--- config.mk ---
export PLATFORM = sky130hd
export DESIGN_NAME = mips_run_ctrl
export DESIGN_NICKNAME = d
export VERILOG_FILES = /design/src/rtl/mips_run_pkg.sv /design/src/rtl/mips_run_watchdog.sv /design/src/rtl/mips_run_ctrl.sv
export SDC_FILE = /design/constraint.sdc
export NUM_CORES = 1
export LEC_CHECK = 0
export BUFFER_PORTS_ARGS = -buffer_cell sky130_fd_sc_hd__buf_2
export CELL_PAD_IN_SITES_DETAIL_PLACEMENT = 1
export CELL_PAD_IN_SITES_GLOBAL_PLACEMENT = 2
export CORE_MARGIN = 2
export CORE_UTILIZATION = 29
export CTS_CLUSTER_SIZE = 28
export DETAILED_ROUTE_END_ITERATION = 10
export GPL_ROUTABILITY_DRIVEN = 0
export PLACE_DENSITY_LB_ADDON = 0.1
export SYNTH_ARGS = -nofsm -noshare
export SYNTH_HDL_FRONTEND = slang
export SYNTH_HIERARCHICAL = 1
export SYNTH_SLANG_ARGS = --single-unit
--- constraint.sdc ---
create_clock -name clk -period 2.2 [get_ports clk]
set_input_delay 0 -clock clk [delete_from_list [all_inputs] [get_ports clk]]
set_output_delay 0 -clock clk [all_outputs]
set_load 0.01 [all_outputs]
--- src/rtl/mips_run_pkg.sv ---
// Shared types, default parameters and helpers for the MIPS run/launch sequencer.
package mips_run_pkg;

    typedef enum logic [2:0] {
        IDLE   = 3'd0,
        HOLD   = 3'd1,
        LAUNCH = 3'd2,
        RUN    = 3'd3,
        DONE   = 3'd4,
        TMO    = 3'd5
    } state_t;

    localparam int unsigned DEF_NUM_CORES   = 1;
    localparam int unsigned DEF_HOLD_CYCLES = 2;
    localparam int unsigned DEF_STAGGER     = 0;
    localparam int unsigned DEF_CYCLE_W     = 32;
    localparam int unsigned DEF_TIMEOUT     = 10000;

    // Widest counter the saturating helper supports.
    localparam int unsigned SAT_W = 64;

    function automatic logic [SAT_W-1:0] sat_inc(input logic [SAT_W-1:0] value,
                                                 input logic [SAT_W-1:0] max);
        return (value >= max) ? value : value + SAT_W'(1);
    endfunction

endpackage

--- src/rtl/mips_run_watchdog.sv ---
// Saturating run-cycle counter with TIMEOUT compare and optional step edge detect.
// Step detect present only when MIPS_RUN_CTRL_STEP_EN is defined.
module mips_run_watchdog
    import mips_run_pkg::*;
#(
    parameter int unsigned CYCLE_W = DEF_CYCLE_W,
    parameter int unsigned TIMEOUT = DEF_TIMEOUT
) (
    input  logic               clk,
    input  logic               reset,
    input  logic               clear,
    input  logic               inc_en,
`ifdef MIPS_RUN_CTRL_STEP_EN
    input  logic               step,
    output logic               step_rise_c,
`endif
    output logic [CYCLE_W-1:0] cycle_count,
    output logic               expire_c
);

    localparam logic [CYCLE_W-1:0] CNT_MAX   = '1;
    // Only meaningful when TIMEOUT != 0; the compare below is gated on that.
    localparam logic [CYCLE_W-1:0] CNT_LIMIT = CYCLE_W'(TIMEOUT - 1);

    always_ff @(posedge clk) begin
        if (reset || clear) begin
            cycle_count <= '0;
        end else if (inc_en) begin
            cycle_count <= CYCLE_W'(sat_inc(SAT_W'(cycle_count), SAT_W'(CNT_MAX)));
        end
    end

    // Expiry coincides with the increment that brings the count to TIMEOUT.
    assign expire_c = (TIMEOUT != 0) && inc_en && (cycle_count == CNT_LIMIT);

`ifdef MIPS_RUN_CTRL_STEP_EN
    logic step_q;

    always_ff @(posedge clk) begin
        if (reset) begin
            step_q <= 1'b0;
        end else begin
            step_q <= step;
        end
    end

    assign step_rise_c = step & ~step_q;
`endif

endmodule

--- src/rtl/mips_run_ctrl.sv ---
// Run/launch sequencer: holds, staggers and releases MIPS cores, then tracks halt/timeout.
// Optional single-step clock enables via MIPS_RUN_CTRL_STEP_EN.
module mips_run_ctrl
    import mips_run_pkg::*;
#(
    parameter int unsigned NUM_CORES   = DEF_NUM_CORES,
    parameter int unsigned HOLD_CYCLES = DEF_HOLD_CYCLES,
    parameter int unsigned STAGGER     = DEF_STAGGER,
    parameter int unsigned CYCLE_W     = DEF_CYCLE_W,
    parameter int unsigned TIMEOUT     = DEF_TIMEOUT
) (
    input  logic                 clk,
    input  logic                 reset,
    input  logic                 start,
    input  logic                 abort,
    input  logic [NUM_CORES-1:0] halted,
`ifdef MIPS_RUN_CTRL_STEP_EN
    input  logic                 step,
    output logic [NUM_CORES-1:0] core_ce,
`endif
    output logic [NUM_CORES-1:0] core_initiate,
    output logic                 busy,
    output logic                 done,
    output logic                 timeout,
    output logic [CYCLE_W-1:0]   cycle_count
);

    localparam int unsigned HOLD_W = $clog2(HOLD_CYCLES + 1);
    localparam int unsigned STAG_W = (STAGGER > 1) ? $clog2(STAGGER) : 1;
    localparam int unsigned IDX_W  = (NUM_CORES > 1) ? $clog2(NUM_CORES) : 1;
    localparam logic [NUM_CORES-1:0] ALL_CORES = '1;

    state_t               state_q, state_n;
    logic [HOLD_W-1:0]    hold_q, hold_n;
    logic [STAG_W-1:0]    stag_q, stag_n;
    logic [IDX_W-1:0]     idx_q, idx_n;
    logic [NUM_CORES-1:0] mask_q, mask_n;
    logic [NUM_CORES-1:0] init_n;
    logic [NUM_CORES-1:0] halt_now;
    logic                 busy_n, done_n, timeout_n;
    logic                 cnt_clear_c, run_inc_c, expire_c;

`ifdef MIPS_RUN_CTRL_STEP_EN
    logic [NUM_CORES-1:0] ce_n;
    logic                 step_rise_c;
    assign run_inc_c = (state_q == RUN) && !abort && (core_ce != '0);
`else
    assign run_inc_c = (state_q == RUN) && !abort;
`endif

    mips_run_watchdog #(
        .CYCLE_W (CYCLE_W),
        .TIMEOUT (TIMEOUT)
    ) u_watchdog (
        .clk         (clk),
        .reset       (reset),
        .clear       (cnt_clear_c),
        .inc_en      (run_inc_c),
`ifdef MIPS_RUN_CTRL_STEP_EN
        .step        (step),
        .step_rise_c (step_rise_c),
`endif
        .cycle_count (cycle_count),
        .expire_c    (expire_c)
    );

    // Next-state, launch sequencing and flag logic.
    always_comb begin
        state_n     = state_q;
        hold_n      = hold_q;
        stag_n      = stag_q;
        idx_n       = idx_q;
        mask_n      = mask_q;
        init_n      = core_initiate;
        done_n      = done;
        timeout_n   = timeout;
        cnt_clear_c = 1'b0;
        halt_now    = mask_q | (halted & core_initiate);

        if (state_q inside {LAUNCH, RUN, DONE, TMO}) begin
            mask_n = halt_now;
        end

        unique case (state_q)
            IDLE, DONE, TMO: begin
                if (start) begin
                    state_n     = HOLD;
                    hold_n      = HOLD_W'(HOLD_CYCLES - 1);
                    mask_n      = '0;
                    init_n      = '0;
                    done_n      = 1'b0;
                    timeout_n   = 1'b0;
                    cnt_clear_c = 1'b1;
                end
            end
            HOLD: begin
                if (hold_q == '0) begin
                    state_n = LAUNCH;
                    stag_n  = '0;
                    idx_n   = '0;
                end else begin
                    hold_n = hold_q - HOLD_W'(1);
                end
            end
            LAUNCH: begin
                if (stag_q != '0) begin
                    stag_n = stag_q - STAG_W'(1);
                end else if (STAGGER == 0) begin
                    init_n  = ALL_CORES;
                    state_n = RUN;
                end else begin
                    init_n = core_initiate | (NUM_CORES'(1) << idx_q);
                    if (idx_q == IDX_W'(NUM_CORES - 1)) begin
                        state_n = RUN;
                    end else begin
                        idx_n  = idx_q + IDX_W'(1);
                        stag_n = STAG_W'(STAGGER - 1);
                    end
                end
            end
            RUN: begin
                // A final halt beats a simultaneous watchdog expiry.
                if (&halt_now) begin
                    state_n = DONE;
                    done_n  = 1'b1;
                end else if (expire_c) begin
                    state_n   = TMO;
                    timeout_n = 1'b1;
                end
            end
            default: state_n = IDLE;
        endcase

        if (abort && (state_q != IDLE)) begin
            state_n     = IDLE;
            init_n      = '0;
            done_n      = 1'b0;
            timeout_n   = 1'b0;
            cnt_clear_c = 1'b0;
        end

        busy_n = state_n inside {HOLD, LAUNCH, RUN};

`ifdef MIPS_RUN_CTRL_STEP_EN
        ce_n = (state_n == RUN) ? (step_rise_c ? init_n : '0) : init_n;
`endif
    end

    always_ff @(posedge clk) begin
        if (reset) begin
            state_q       <= IDLE;
            hold_q        <= '0;
            stag_q        <= '0;
            idx_q         <= '0;
            mask_q        <= '0;
            core_initiate <= '0;
            busy          <= 1'b0;
            done          <= 1'b0;
            timeout       <= 1'b0;
        end else begin
            state_q       <= state_n;
            hold_q        <= hold_n;
            stag_q        <= stag_n;
            idx_q         <= idx_n;
            mask_q        <= mask_n;
            core_initiate <= init_n;
            busy          <= busy_n;
            done          <= done_n;
            timeout       <= timeout_n;
        end
    end

`ifdef MIPS_RUN_CTRL_STEP_EN
    always_ff @(posedge clk) begin
        if (reset) begin
            core_ce <= '0;
        end else begin
            core_ce <= ce_n;
        end
    end
`endif

endmodule

==> summary.txt <==
Power
  • Lkg Pwr: around 1.2 nW
  • Power per cell area: a little under 500 nW/µm²
  • Power consumption: roughly 0.0014 W
  • Max VDD drop: about 0.27 mV

Clock tree
  • Worst skew pair latency: between 0.2 and 0.3 ns
  • Clock input transition at the sequential cells of the worst setup and hold paths: around 0.080 ns
  • CTS Root Cell: sky130_fd_sc_hd__clkbuf_8
  • TritonCTS clock tree: built
  • CTS sink count: 42
  • Number of buffers created by CTS: 5
  • Clock tree buffer depth: 2
  • Deepest level of the CTS H-tree: 2

Route
  • Ratio of routed vias to standard cells: about 5.4
  • Sum of routed wire length over all layers: roughly 7800 µm
  • Remaining design rule violation count: 0
  • Antenna-violating nets left: 0
  • Overall via count from detail_route: around 2,500
  • First-pass DRT Iterations: 4
  • Avg WL per Cell: between 15 and 20 µm
  • Initial DRC Count: 90

Hold path
  • Worst min path class: primary input to flip-flop

Timing
  • Achievable frequency: 0.471 GHz
  • Number of endpoints with negative hold slack in the final report: 0
  • Number of setup violations in the final report: 0
  • Fin crit period: 2.12 ns
  • Hold slack: 0.00778 ns
  • Clock tree skew after final layout: about 0.006 ns
  • Period utilisation layout: 0.966
  • TNS Setup: 0 ns
  • Worst slew pin tran: about 0.53 ns
  • Max-slew headroom: 0.647
  • Max-slew violation count: 0
  • Setup repair after global routing missed its margin: true

Floorplan
  • Effective utilization at floorplan: 0.297
  • Chip Width: between 90 and 100 µm
  • Chip Height: 92.7 µm
  • Area enclosed by the die boundary: approximately 8600 µm²
  • IO Pins: 41
  • Core outline area: 7690 µm²
  • Site row count: 32

Worst setup path
  • Arrival time reported for the critical path endpoint: 2.36 ns
  • Required time at the endpoint of the critical path: about 2.4 ns
  • Crit path max fanout: 4
  • Class of the most critical setup path: flip-flop to flip-flop
  • Crit. End Element: flip-flop
  • Crit path launch type: flip-flop

Layout
  • Layout fillers: 961
  • Count of nets after finishing: 358
  • Top library cells by usage in the layout, fill and taps aside: sky130_fd_sc_hd__dfxtp_1 (40), sky130_fd_sc_hd__buf_2 (40), sky130_fd_sc_hd__buf_4 (36)
  • Post-route design area: 2980 µm²
  • Area growth from synthesis to final layout: 30.8%
  • Share of cells above drive strength 1: 0.320
  • Antenna diodes: 0

Logic synthesis
  • EDFF count, synth: 0
  • Number of nets in the synthesized netlist: 287
  • Mapped Avg Cell Area: ~8.1 µm²
  • Fraction of registers with async set or reset after synthesis: 0
  • Count of mapped cells out of synthesis: 280
  • Post-synth cell types: 48
  • Mapped cell area: approximately 2300 µm²
  • Yosys synthesis warning count: 6
  • Part of the Yosys area used for sequential elements: 0.369
  • Most frequently used flop master after synthesis: sky130_fd_sc_hd__dfxtp_1
  • Flip-flop and latch count after synthesis: 42

GRT
  • Via count of the first global-routing pass: 2,369
  • Antenna violations before repair: 0
  • Pin count of the biggest net entering global routing: 37
  • First-pass GRT wire length: around 13,000 µm
  • Overflow left after global routing: 0
  • Total track usage: 0.184

Placement
  • HPWL after detailed placement: a little under 6000 µm
  • Buffers on Ports: 40
  • Cell area after placement: approximately 2800 µm²

Flow run
  • Max-cap viol count: 0

Status
  • Status: finished, final reports clean
state kept, by name (all words and copies together), names as in the netlist:
name,cells
busy,1
core_initiate,1
done,1
hold_q,2
mask_q,1
state_q,3
timeout,1
u_watchdog/cycle_count,32
worst paths after layout:
kind | cells past startpoint | end | slack (ns) | startpoint
max | 8 | u_watchdog/cycle_count[21]$_SDFFE_PP0P_ | 0.08 | state_q[2]$_SDFF_PP0_
min | 2 | hold_q[1]$_SDFFE_PP0P_ | 0.008 | reset
max reg2reg | 8 | u_watchdog/cycle_count[21]$_SDFFE_PP0P_ | 0.08 | state_q[2]$_SDFF_PP0_
min reg2reg | 2 | done$_SDFFE_PP0P_ | 0.48 | done$_SDFFE_PP0P_
cell type report:
class,count,area [µm²],share of cell area
Multi-Input combinational cell,216,1420,0.474
Inverter,9,33.8,0.0113
Tap cell,102,128,0.0428
Sequential cell,42,843,0.283
Clock buffer,6,82.6,0.0277
Timing Repair Buffer,77,480,0.161
synthesized netlist by cell type (4+ instances only):
cell type                  number  area (µm²)
sky130_fd_sc_hd__a21oi_1       32         160
sky130_fd_sc_hd__a31oi_1        5        31.3
sky130_fd_sc_hd__and3_1         7        43.8
sky130_fd_sc_hd__and4_1         5        43.8
sky130_fd_sc_hd__buf_2          4        20.0
sky130_fd_sc_hd__clkbuf_1       6        22.5
sky130_fd_sc_hd__dfxtp_1       42         841
sky130_fd_sc_hd__inv_1          9        33.8
sky130_fd_sc_hd__nand2_1       21        78.8
sky130_fd_sc_hd__nand3_1        9        45.0
sky130_fd_sc_hd__nand4_1       13        81.3
sky130_fd_sc_hd__nor2_1        18        67.6
sky130_fd_sc_hd__nor3_1         8        40.0
sky130_fd_sc_hd__nor4_1         4        25.0
sky130_fd_sc_hd__o21ai_0       16        80.1
sky130_fd_sc_hd__o31ai_1       11        82.6
sky130_fd_sc_hd__or3_1         12        75.1
sky130_fd_sc_hd__or4_1         11        82.6
kinds of logic (layout without fill, tap and decap cells):
group	Yosys count	after routing	synth area share
compound gates	79	79	0.211
xor+xnor	2	2	0.00769
fa+ha+maj	2	2	0.0110
buf+inv	22	92	0.0467
flops	42	42	0.369
mux	3	3	0.0137
simple gates	130	130	0.341
worst max-delay path, cell delays in order, from the launching register on:
cell and delay [ns]:
sky130_fd_sc_hd__dfxtp_2 0.32, sky130_fd_sc_hd__nand2b_4 0.14, sky130_fd_sc_hd__nor3b_4 0.22, sky130_fd_sc_hd__buf_4 0.14, sky130_fd_sc_hd__nand4_1 0.21, sky130_fd_sc_hd__nor2_2 0.21, sky130_fd_sc_hd__and4_4 0.24, sky130_fd_sc_hd__or4b_4 0.46
sky130_fd_sc_hd__a21oi_2 0.12
where the power goes:
group	internal [W]	leakage (nW)	total, W	switching [W]
Combinational	0.0000634	0.780	0.000155	0.0000913
Sequential	0.000772	0.340	0.000780	0.00000868
Clock	0.000243	0.0431	0.000514	0.000271
Total	0.00108	1.16	0.00145	0.000371
through the flow:
step	util	instances	setup WS, ns
after floorplan	-	280	0.00457
after global placement	0.361	440	-0.0278
after detailed placement	0.361	440	-0.123
after CTS	0.379	449	-0.00565
after global routing	0.388	452	-0.0575
final	0.388	452	0.0758
timing repair:
| item | CTS | global route |
|---|---|---|
| hold buffers | 1 | 0 |
| gates resized for setup | 9 | 13 |
| setup buffers | 2 | 3 |
| pin swaps | 6 | 8 |
| endpoints found under the setup margin | 2 | 12 |
| hold endpoints to repair | 1 | 0 |
layer usage:
| metal | track usage | wire length, µm | up-vias | share of wire |
|---|---|---|---|---|
| li1 | - | - | 1205 | - |
| met1 | 0.265 | 3940 | 1221 | 0.50 |
| met2 | 0.296 | 3680 | 30 | 0.47 |
| met3 | 0.0309 | 164 | 2 | 0.021 |
| met4 | 0.0294 | 34 | 0 | 0.0044 |
| met5 | 0 | 0 | - | 0 |
Note: power is estimated with default switching activity, not from simulation.
